`src/rtl/systolic_ctrl.sv`:
```
// Control sequencer for an N x N systolic MAC grid: clear, skewed operand feed, drain, done.
// Optional busy-cycle counter output perf_cycles is enabled by defining SYSTOLIC_CTRL_PERF_EN.
module systolic_ctrl #(
  parameter int N  = 4,
  parameter int KW = 8
) (
  input  logic            clk,
  input  logic            clear,
  input  logic            start,
  input  logic [KW-1:0]   k_len,
  input  logic            abort,
  output logic            busy,
  output logic            mac_clear,
  output logic [N-1:0]    lane_valid,
  output logic [N*KW-1:0] lane_k,
  output logic            done
`ifdef SYSTOLIC_CTRL_PERF_EN
  ,
  output logic [31:0]     perf_cycles
`endif
);

  localparam int TW = KW + 5;

  typedef enum logic [2:0] {
    S_IDLE  = 3'd0,
    S_CLR   = 3'd1,
    S_FEED  = 3'd2,
    S_DRAIN = 3'd3,
    S_FIN   = 3'd4
  } state_t;

  state_t          r_state;
  state_t          w_state_nx;
  logic [TW-1:0]   r_t;
  logic [TW-1:0]   w_t_nx;
  logic [TW-1:0]   w_t_last;
  logic [KW-1:0]   r_k;
  logic [KW-1:0]   w_k_nx;
  logic [N-1:0]    w_lane_valid_nx;
  logic [N*KW-1:0] w_lane_k_nx;

  assign w_t_last = TW'(r_k) + TW'(N) - TW'(2);

  // next-state and time-counter logic
  always_comb begin
    w_state_nx = r_state;
    w_t_nx     = r_t;
    w_k_nx     = r_k;
    case (r_state)
      S_IDLE: begin
        if (start && (k_len != {KW{1'b0}})) begin
          w_state_nx = S_CLR;
          w_k_nx     = k_len;
          w_t_nx     = {TW{1'b0}};
        end else begin
          w_state_nx = S_IDLE;
        end
      end
      S_CLR: begin
        w_t_nx = {TW{1'b0}};
        if (abort) begin
          w_state_nx = S_IDLE;
        end else begin
          w_state_nx = S_FEED;
        end
      end
      S_FEED: begin
        if (abort) begin
          w_state_nx = S_IDLE;
          w_t_nx     = {TW{1'b0}};
        end else if (r_t == w_t_last) begin
          w_state_nx = S_DRAIN;
          w_t_nx     = {TW{1'b0}};
        end else begin
          w_t_nx = r_t + TW'(1);
        end
      end
      S_DRAIN: begin
        // r_t is reused to count the N drain cycles
        if (abort) begin
          w_state_nx = S_IDLE;
          w_t_nx     = {TW{1'b0}};
        end else if (r_t == TW'(N - 1)) begin
          w_state_nx = S_FIN;
          w_t_nx     = {TW{1'b0}};
        end else begin
          w_t_nx = r_t + TW'(1);
        end
      end
      S_FIN: begin
        w_state_nx = S_IDLE;
        w_t_nx     = {TW{1'b0}};
      end
      default: begin
        w_state_nx = S_IDLE;
        w_t_nx     = {TW{1'b0}};
      end
    endcase
  end

  // skewed wavefront: lane i is live for t in [i, i+K) with operand index t-i
  always_comb begin
    w_lane_valid_nx = {N{1'b0}};
    w_lane_k_nx     = {(N*KW){1'b0}};
    for (int i = 0; i < N; i++) begin
      if ((w_state_nx == S_FEED) && (w_t_nx >= TW'(i)) &&
          (w_t_nx < (TW'(i) + TW'(r_k)))) begin
        w_lane_valid_nx[i]         = 1'b1;
        w_lane_k_nx[i*KW +: KW]    = KW'(w_t_nx - TW'(i));
      end else begin
        w_lane_valid_nx[i]         = 1'b0;
        w_lane_k_nx[i*KW +: KW]    = {KW{1'b0}};
      end
    end
  end

  // state and registered outputs, decoded from the upcoming state
  always_ff @(posedge clk or posedge clear) begin
    if (clear) begin
      r_state    <= S_IDLE;
      r_t        <= {TW{1'b0}};
      r_k        <= {KW{1'b0}};
      busy       <= 1'b0;
      mac_clear  <= 1'b0;
      done       <= 1'b0;
      lane_valid <= {N{1'b0}};
      lane_k     <= {(N*KW){1'b0}};
    end else begin
      r_state    <= w_state_nx;
      r_t        <= w_t_nx;
      r_k        <= w_k_nx;
      busy       <= (w_state_nx != S_IDLE);
      mac_clear  <= (w_state_nx == S_CLR);
      done       <= (w_state_nx == S_FIN);
      lane_valid <= w_lane_valid_nx;
      lane_k     <= w_lane_k_nx;
    end
  end

`ifdef SYSTOLIC_CTRL_PERF_EN
  // saturating count of busy cycles, cleared only by reset
  always_ff @(posedge clk or posedge clear) begin
    if (clear) begin
      perf_cycles <= 32'd0;
    end else if (busy && (perf_cycles != 32'hFFFF_FFFF)) begin
      perf_cycles <= perf_cycles + 32'd1;
    end else begin
      perf_cycles <= perf_cycles;
    end
  end
`else
  // no busy-cycle counter in this build
`endif

endmodule

```
`config.mk`:
```
export PLATFORM = sky130hd
export DESIGN_NAME = systolic_ctrl
export DESIGN_NICKNAME = d
export VERILOG_FILES = /design/src/rtl/systolic_ctrl.sv
export SDC_FILE = /design/constraint.sdc
export NUM_CORES = 1
export LEC_CHECK = 0
export ABC_AREA = 1
export ABC_CLOCK_PERIOD_IN_PS = 4700
export CORE_UTILIZATION = 44
export CTS_CLUSTER_SIZE = 8
export DETAILED_ROUTE_END_ITERATION = 6
export PLACE_DENSITY = 0.61
export SYNTH_ARGS = -nofsm -noshare
export SYNTH_HDL_FRONTEND = slang
export SYNTH_SLANG_ARGS = --single-unit
```
`constraint.sdc`:
```
create_clock -name clk -period 4.7 [get_ports clk]
set_clock_uncertainty 0.1 [all_clocks]
set_input_delay 0.94 -clock clk [delete_from_list [all_inputs] [get_ports clk]]
set_output_delay 0.94 -clock clk [all_outputs]
set_load 0.1 [all_outputs]
```
==> metrics, run 1 <==
worst hold path endpoint r_t[10]$_DFF_PP0_; Mapped Avg Cell Area 7.78 sq um; final hold vios 0; Comb pwr share 0.532; total gr overflow 0; NetSw 1.33 mW; top_reg_cell synth dfrtp_1; antenna diode count 0; TNS Setup 0 ns; Max H-tree Level 3; Boundary Pins 51; RSZ-0062 raised after global routing false; Synth Area in Compound Gates 0.0407; WL final 12200 um; CTS Sinks 63; DRT antenna net count 0; critical path class reg -> reg; vias per inst 5.12; Max Cap Viol 0; DRT Pass-1 Iters 5; GR Util All Layers 0.236; Sw Ratio 0.506; post-layout minimum cycle time 3.95 ns; R2R Setup Slk 0.75 ns; main combinational cell family by area after synthesis simple AND/OR/NAND/NOR gates; Hold WC Path Type reg -> reg; actual slew at the worst max-slew pin 0.983 ns; synthesized instance count 604; startpoint types register; internal power 1.29 mW; worst r2r src r_k[1]$_DFFE_PP0P_; Finished Cell Area 5540 sq um; post-synthesis mux area share 0; Iteration-0 DRC Markers 234; Final period util 0.841; r2r endpoint lane_k[7]$_DFF_PP0_; # port buffers 50; Data required, critical path 4.88 ns; total power draw 2.62 mW; EDFF count, synth 0; vias in the first global route 3862; final setup fails 0; core area 10300 sq um; Post-Layout Cell Count 801; post-synthesis cell type count 38; Max Slew Vio Count 0; Reg power frac 0.278; largest fanout on the critical path 9; cts-stage hold buffer count 0; Final HPWL DP 9470 um; PD cells 473 nW/um^2; Vias 4098; routed length per placed instance 15.2 um; Max clock buf depth 2; CTS tree yes; post-cts gate resize count 0; crit path DAT 4.13 ns; largest net degree at the start of global routing 41; status finished clean; Placer Congestion 0.930; Post-CTS Repair Setup Buffers 0; layout cells sized above 1 0.162; Pleak 2.84 nW; Post-route DRC 0; max_slew headroom 0.343; Hold Path Origin r_t[10]$_DFF_PP0_; Async S/R FF share, synth 1.00; initial antenna violation count 0; top cells by count, synth nand2_1, inv_1, dfrtp_1, nor2_1, nand3_1; Die Height 105 um; global-route wire length before repair 20000 um; FP Rows 37; syn nets 650; fin nets 706; Worst Setup End Kind register; post-synth top area cell dfrtp_1; sequential area share after synthesis 0.336; Syn. warnings 0; XOR/XNOR Fraction of Synth Area 0.0541; placed instance count 785; Reg2Reg Depth 22; Die Width 105 um; synth-to-layout area growth 18.0%; starting density of the core 0.455; Placed Area 5340 sq um; Worst Hold Depth 2; CTS buffer count 9; maximum vdd drop 267 uV; Clk pwr share 0.190; Max Freq 253 MHz; Clk pin slew, worst setup/hold paths 0.09 ns; Post-Syn Area 4700 sq um; Synth Register Bits 63; Clock Root Buffer clkbuf_8; top cells by area, synth dfrtp_1, nand2_1, ha_1; top-count cell post-synth nand2_1; clock insertion delay at the later pin of the skew report 0.37 ns; Synth Area in Adders 0.0905; Yosys top cell area share 0.336; die footprint 11100 sq um; simple-gate area share of the yosys netlist 0.397
==> cells in the final DEF, fill, tap and decap left out, types with 13 or more instances in the layout <==
cell	count
nand4_1	20
clkdlybuf4s50_1	50
nor2_2	32
nand2_1	137
ha_1	34
nor2_1	56
xor2_1	27
dfrtp_1	63
inv_1	75
o21ai_0	13
nand3_1	41
==> cells by family (layout without fill, tap and decap cells) <==
family | count (synthesis) | after routing
and+or+nand+nor | 348 | 348
buffers and inverters | 96 | 157
DFF | 63 | 63
adders and majority gates | 34 | 34
AOI/OAI and AO/OA | 34 | 34
xor gates and xnor gates | 29 | 29
==> through the flow <==
stage	utilization	hold WS, ns	setup slack (ns)
finish	0.537	0.476	0.747
global route	0.537	0.505	0.482
CTS	0.537	0.464	0.727
detailed placement	0.517	0.441	0.622
global placement	0.517	0.459	0.750
floorplan	-	0.387	1.23
==> metal layers <==
| metal | track usage | share of wire | up-vias |
|---|---|---|---|
| met4 | 0.108 | 0.028 | 0 |
| met2 | 0.363 | 0.45 | 107 |
| met3 | 0.0414 | 0.040 | 30 |
| met5 | 0 | 0 | - |
| met1 | 0.322 | 0.48 | 1920 |
| li1 | - | - | 2041 |
==> worst max-delay path, cell delays in order, from the launching register on <==
cell and delay (ns):
dfrtp_1 0.55, inv_1 0.17, ha_1 0.41, inv_1 0.09, nand2_1 0.05, nand2_1 0.06, nand2_1 0.08, nor2_4 0.11
nand3_2 0.09, nor2_4 0.12, nand3_4 0.12, nand2_4 0.11, nand2_8 0.10, a22oi_1 0.18, buf_4 0.19, inv_1 0.18
ha_1 0.36, nand2_1 0.07, nor2_1 0.04, a21oi_1 0.12, nand3b_1 0.13, nand3_2 0.24, nor2_1 0.18
==> power groups by stage <==
stage | Combinational [mW] | Clock (mW) | Sequential [mW]
after floorplan | 0.869 | 0 | 0.930
after global placement | 1.38 | 0 | 0.736
after detailed placement | 1.39 | 0 | 0.739
after CTS | 1.39 | 0.512 | 0.729
after global routing | 1.54 | 0.533 | 0.742
final | 1.39 | 0.498 | 0.730
==> flip-flops by register name, indices dropped and copies added, names as in the netlist <==
signal / count
busy: 1
done: 1
lane_k: 32
lane_valid: 4
mac_clear: 1
r_k: 8
r_state: 3
r_t: 13
==> cell type report <==
type,instances,area [sq um]
flip-flops and latches,63,1580
inverters,88,333
clock inverters,6,67.6
well taps,136,170
clock buffers,10,138
repair buffers,53,523
multi-input cells,445,2740
fillers,991,4780
==> worst max path at each step <==
| stage | from | to | slack (ns) | cells after the start |
|---|---|---|---|---|
| 6_report | r_k[1]$_DFFE_PP0P_ | lane_k[7]$_DFF_PP0_ | 0.75 | 22 |
| 5_1_grt | r_k[1]$_DFFE_PP0P_ | lane_k[30]$_DFF_PP0_ | 0.48 | 25 |
| 4_1_cts | r_k[1]$_DFFE_PP0P_ | lane_k[7]$_DFF_PP0_ | 0.73 | 22 |
| 3_5_place_dp | k_len[6] | lane_k[7]$_DFF_PP0_ | 0.62 | 16 |
| 3_3_place_gp | k_len[6] | lane_k[2]$_DFF_PP0_ | 0.75 | 16 |
| 2_1_floorplan | r_k[1]$_DFFE_PP0P_ | lane_k[24]$_DFF_PP0_ | 1.23 | 21 |
(Power assumes the default switching activity.)
==> inputs of run 2 (changes only) <==
--- a/config.mk
+++ b/config.mk
@@ -6,11 +6,11 @@
 export NUM_CORES = 1
 export LEC_CHECK = 0
 export ABC_AREA = 1
-export ABC_CLOCK_PERIOD_IN_PS = 4700
+export ABC_CLOCK_PERIOD_IN_PS = 3400
 export CORE_UTILIZATION = 44
 export CTS_CLUSTER_SIZE = 8
 export DETAILED_ROUTE_END_ITERATION = 6
-export PLACE_DENSITY = 0.61
+export PLACE_DENSITY = 0.63
 export SYNTH_ARGS = -nofsm -noshare
 export SYNTH_HDL_FRONTEND = slang
 export SYNTH_SLANG_ARGS = --single-unit
==> constraint.sdc (replaced) <==
create_clock -name clk -period 3.4 [get_ports clk]
set_clock_uncertainty 0.1 [all_clocks]
set_input_delay 0.68 -clock clk [delete_from_list [all_inputs] [get_ports clk]]
set_output_delay 0.68 -clock clk [all_outputs]
set_load 0.1 [all_outputs]
==> metrics, run 2 (synthesis gave the netlist of run 1 again) <==
status finished clean; final hold vios 0 (unchanged); DRT antenna net count 0 (unchanged); CTS Sinks 63 (unchanged); Pleak 3.15 nW (+11%); Final period util 0.946 (+0.105); R2R Setup Slk 0.18 ns (-0.56 ns); DRT Pass-1 Iters 6 (+1); Iteration-0 DRC Markers 252 (+7.7%); antenna diode count 0 (unchanged); fin nets 750 (+6.2%); crit path DAT 3.37 ns (-0.76 ns); Vias 4237 (+3.4%); # port buffers 50 (unchanged); Post-route DRC 0 (unchanged); final hold slack 0.456 ns (-0.0204 ns); largest net degree at the start of global routing 35 (-15%); Data required, critical path 3.55 ns (-1.33 ns); CTS buffer count 9 (unchanged); TNS Setup 0 ns (unchanged); pre-CTS WS -0.0299 ns (-0.651 ns); Max Cap Viol 0 (unchanged); Worst Setup End Kind register; r2r endpoint lane_k[28]$_DFF_PP0_; Crit. Startpoint r_k[1]$_DFFE_PP0P_; Max H-tree Level 3 (unchanged); CTS tree yes; routed length per placed instance 15.4 um (+1.1%); maximum vdd drop 378 uV (+42%); Hold Path Origin r_t[11]$_DFF_PP0_; Clk pin slew, worst setup/hold paths 0.08 ns (about the same); vias in the first global route 4030 (+4.4%); worst r2r src r_k[1]$_DFFE_PP0P_; startpoint types register; global-route wire length before repair 20400 um (+1.9%); Final HPWL DP 9780 um (+3.3%); Worst Hold Depth 2 (unchanged); actual slew at the worst max-slew pin 0.627 ns (-0.356 ns); Most flops, register lane_k; layout cells sized above 1 0.295 (+0.132); worst hold path endpoint r_t[11]$_DFF_PP0_; core area 10300 sq um (unchanged); Reg2Reg Depth 22 (unchanged); commonest non-fill, non-tap cell in the layout nand2_1; WL final 13000 um (+6.7%); Die Width 105 um (unchanged); cts-stage hold buffer count 0 (unchanged); Clock Root Buffer clkbuf_8; Max Slew Vio Count 0 (unchanged); Finished Cell Area 5990 sq um (+8.0%); Max Freq 311 MHz (+23%); final setup fails 0 (unchanged); Hold WC Path Type reg -> reg; GR Util All Layers 0.241 (+0.00512); PD cells 681 nW/um^2 (+44%); max_slew headroom 0.580 (+0.238); placed instance count 818 (+4.2%); initial antenna violation count 0 (unchanged); Boundary Pins 51 (unchanged); setup ws final 0.185 ns (-0.562 ns); largest fanout on the critical path 7 (-2); most frequent cells in the layout nand2_1, buf_4, inv_1; die footprint 11100 sq um (unchanged); Fillers 966 (-2.5%); post-layout minimum cycle time 3.22 ns (-0.738 ns); clock insertion delay at the later pin of the skew report 0.37 ns (about the same); vias per inst 5.01 (-2.0%); critical path class reg -> reg; Max clock buf depth 2 (unchanged); Placer Congestion 0.989 (+6.3%); starting density of the core 0.455 (unchanged); FP Rows 37 (unchanged); total gr overflow 0 (unchanged); max reg flops 32 (unchanged); Largest regs lane_k x32, r_t x13, r_k x8; Post-Layout Cell Count 845 (+5.5%); Die Height 105 um (unchanged); Placed Area 5510 sq um (+3.1%); synth-to-layout area growth 27.5%
==> run 2: cell types whose count changed in the layout (fill, tap and decap cells not counted), moves of 5 or more <==
cell,previous run,this run
buf_4,3,79
ha_1,34,29
nand2_1,137,132
clkdlybuf4s50_1,50,11
==> run 2: what timing repair did <==
action / 4_1_cts / 5_1_grt
pin swaps: 0 / 7
gates resized for setup: 2 / 26
gates cloned: 0 / 3
setup buffers: 0 / 8
setup endpoints to repair: 8 / 36
==> run 2: per-stage QoR <==
step	utilization	power, mW
detailed placement	0.533	3.03
CTS	0.559	3.89
finish	0.580	4.08
floorplan	-	2.49
global placement	0.533	3.02
global route	0.580	4.37
==> run 2: final cells by class <==
cell class / count / area, sq um / share of cell area
timing repair buffer: 94 / 774 / 0.129
sequential: 63 / 1580 / 0.264
clock buffer: 9 / 124 / 0.0207
clock inverter: 7 / 128 / 0.0213
tap: 136 / 170 / 0.0284
multi-input combinational: 448 / 2870 / 0.480
inverter: 88 / 338 / 0.0564
==> run 2: worst max-delay path, stage by stage (launching register included) <==
cell,delay [ns]
dfrtp_2,0.45
buf_6,0.13
ha_4,0.18
inv_4,0.08
nand2_1,0.06
nand2_2,0.09
nand2_1,0.05
nand2_1,0.08
nand3_2,0.09
nor2_4,0.14
nand3_4,0.10
nand2_4,0.09
nand2_8,0.08
a22oi_2,0.23
inv_4,0.10
buf_4,0.14
ha_1,0.19
a21oi_2,0.16
nand2_1,0.10
nor2_1,0.14
nand2_2,0.12
nand3_4,0.14
nor2_2,0.04
==> run 2: worst max-delay path by stage <==
stage / slack [ns] / endpoint / cells after the start
6_report: 0.18 / lane_k[28]$_DFF_PP0_ / 22
5_1_grt: -0.03 / lane_k[11]$_DFF_PP0_ / 25
4_1_cts: 0.07 / lane_k[7]$_DFF_PP0_ / 21
3_5_place_dp: -0.03 / lane_k[0]$_DFF_PP0_ / 15
3_3_place_gp: -0.04 / lane_k[5]$_DFF_PP0_ / 15
2_1_floorplan: 0.13 / lane_k[24]$_DFF_PP0_ / 21
==> run 2: per-layer routing <==
layer | global-route usage | vias to the layer above | part of all wire
met1 | 0.329 | 1938 | 0.47
met2 | 0.372 | 128 | 0.45
met4 | 0.101 | 0 | 0.023
met5 | 0 | - | 0
met3 | 0.0470 | 24 | 0.054
li1 | - | 2147 | -
==> run 2: where the power goes <==
part,switching [mW],total [mW],internal [mW]
clock network,0.345,0.843,0.498
registers,0.149,1.01,0.862
logic,1.49,2.23,0.740
total,1.98,4.08,2.10
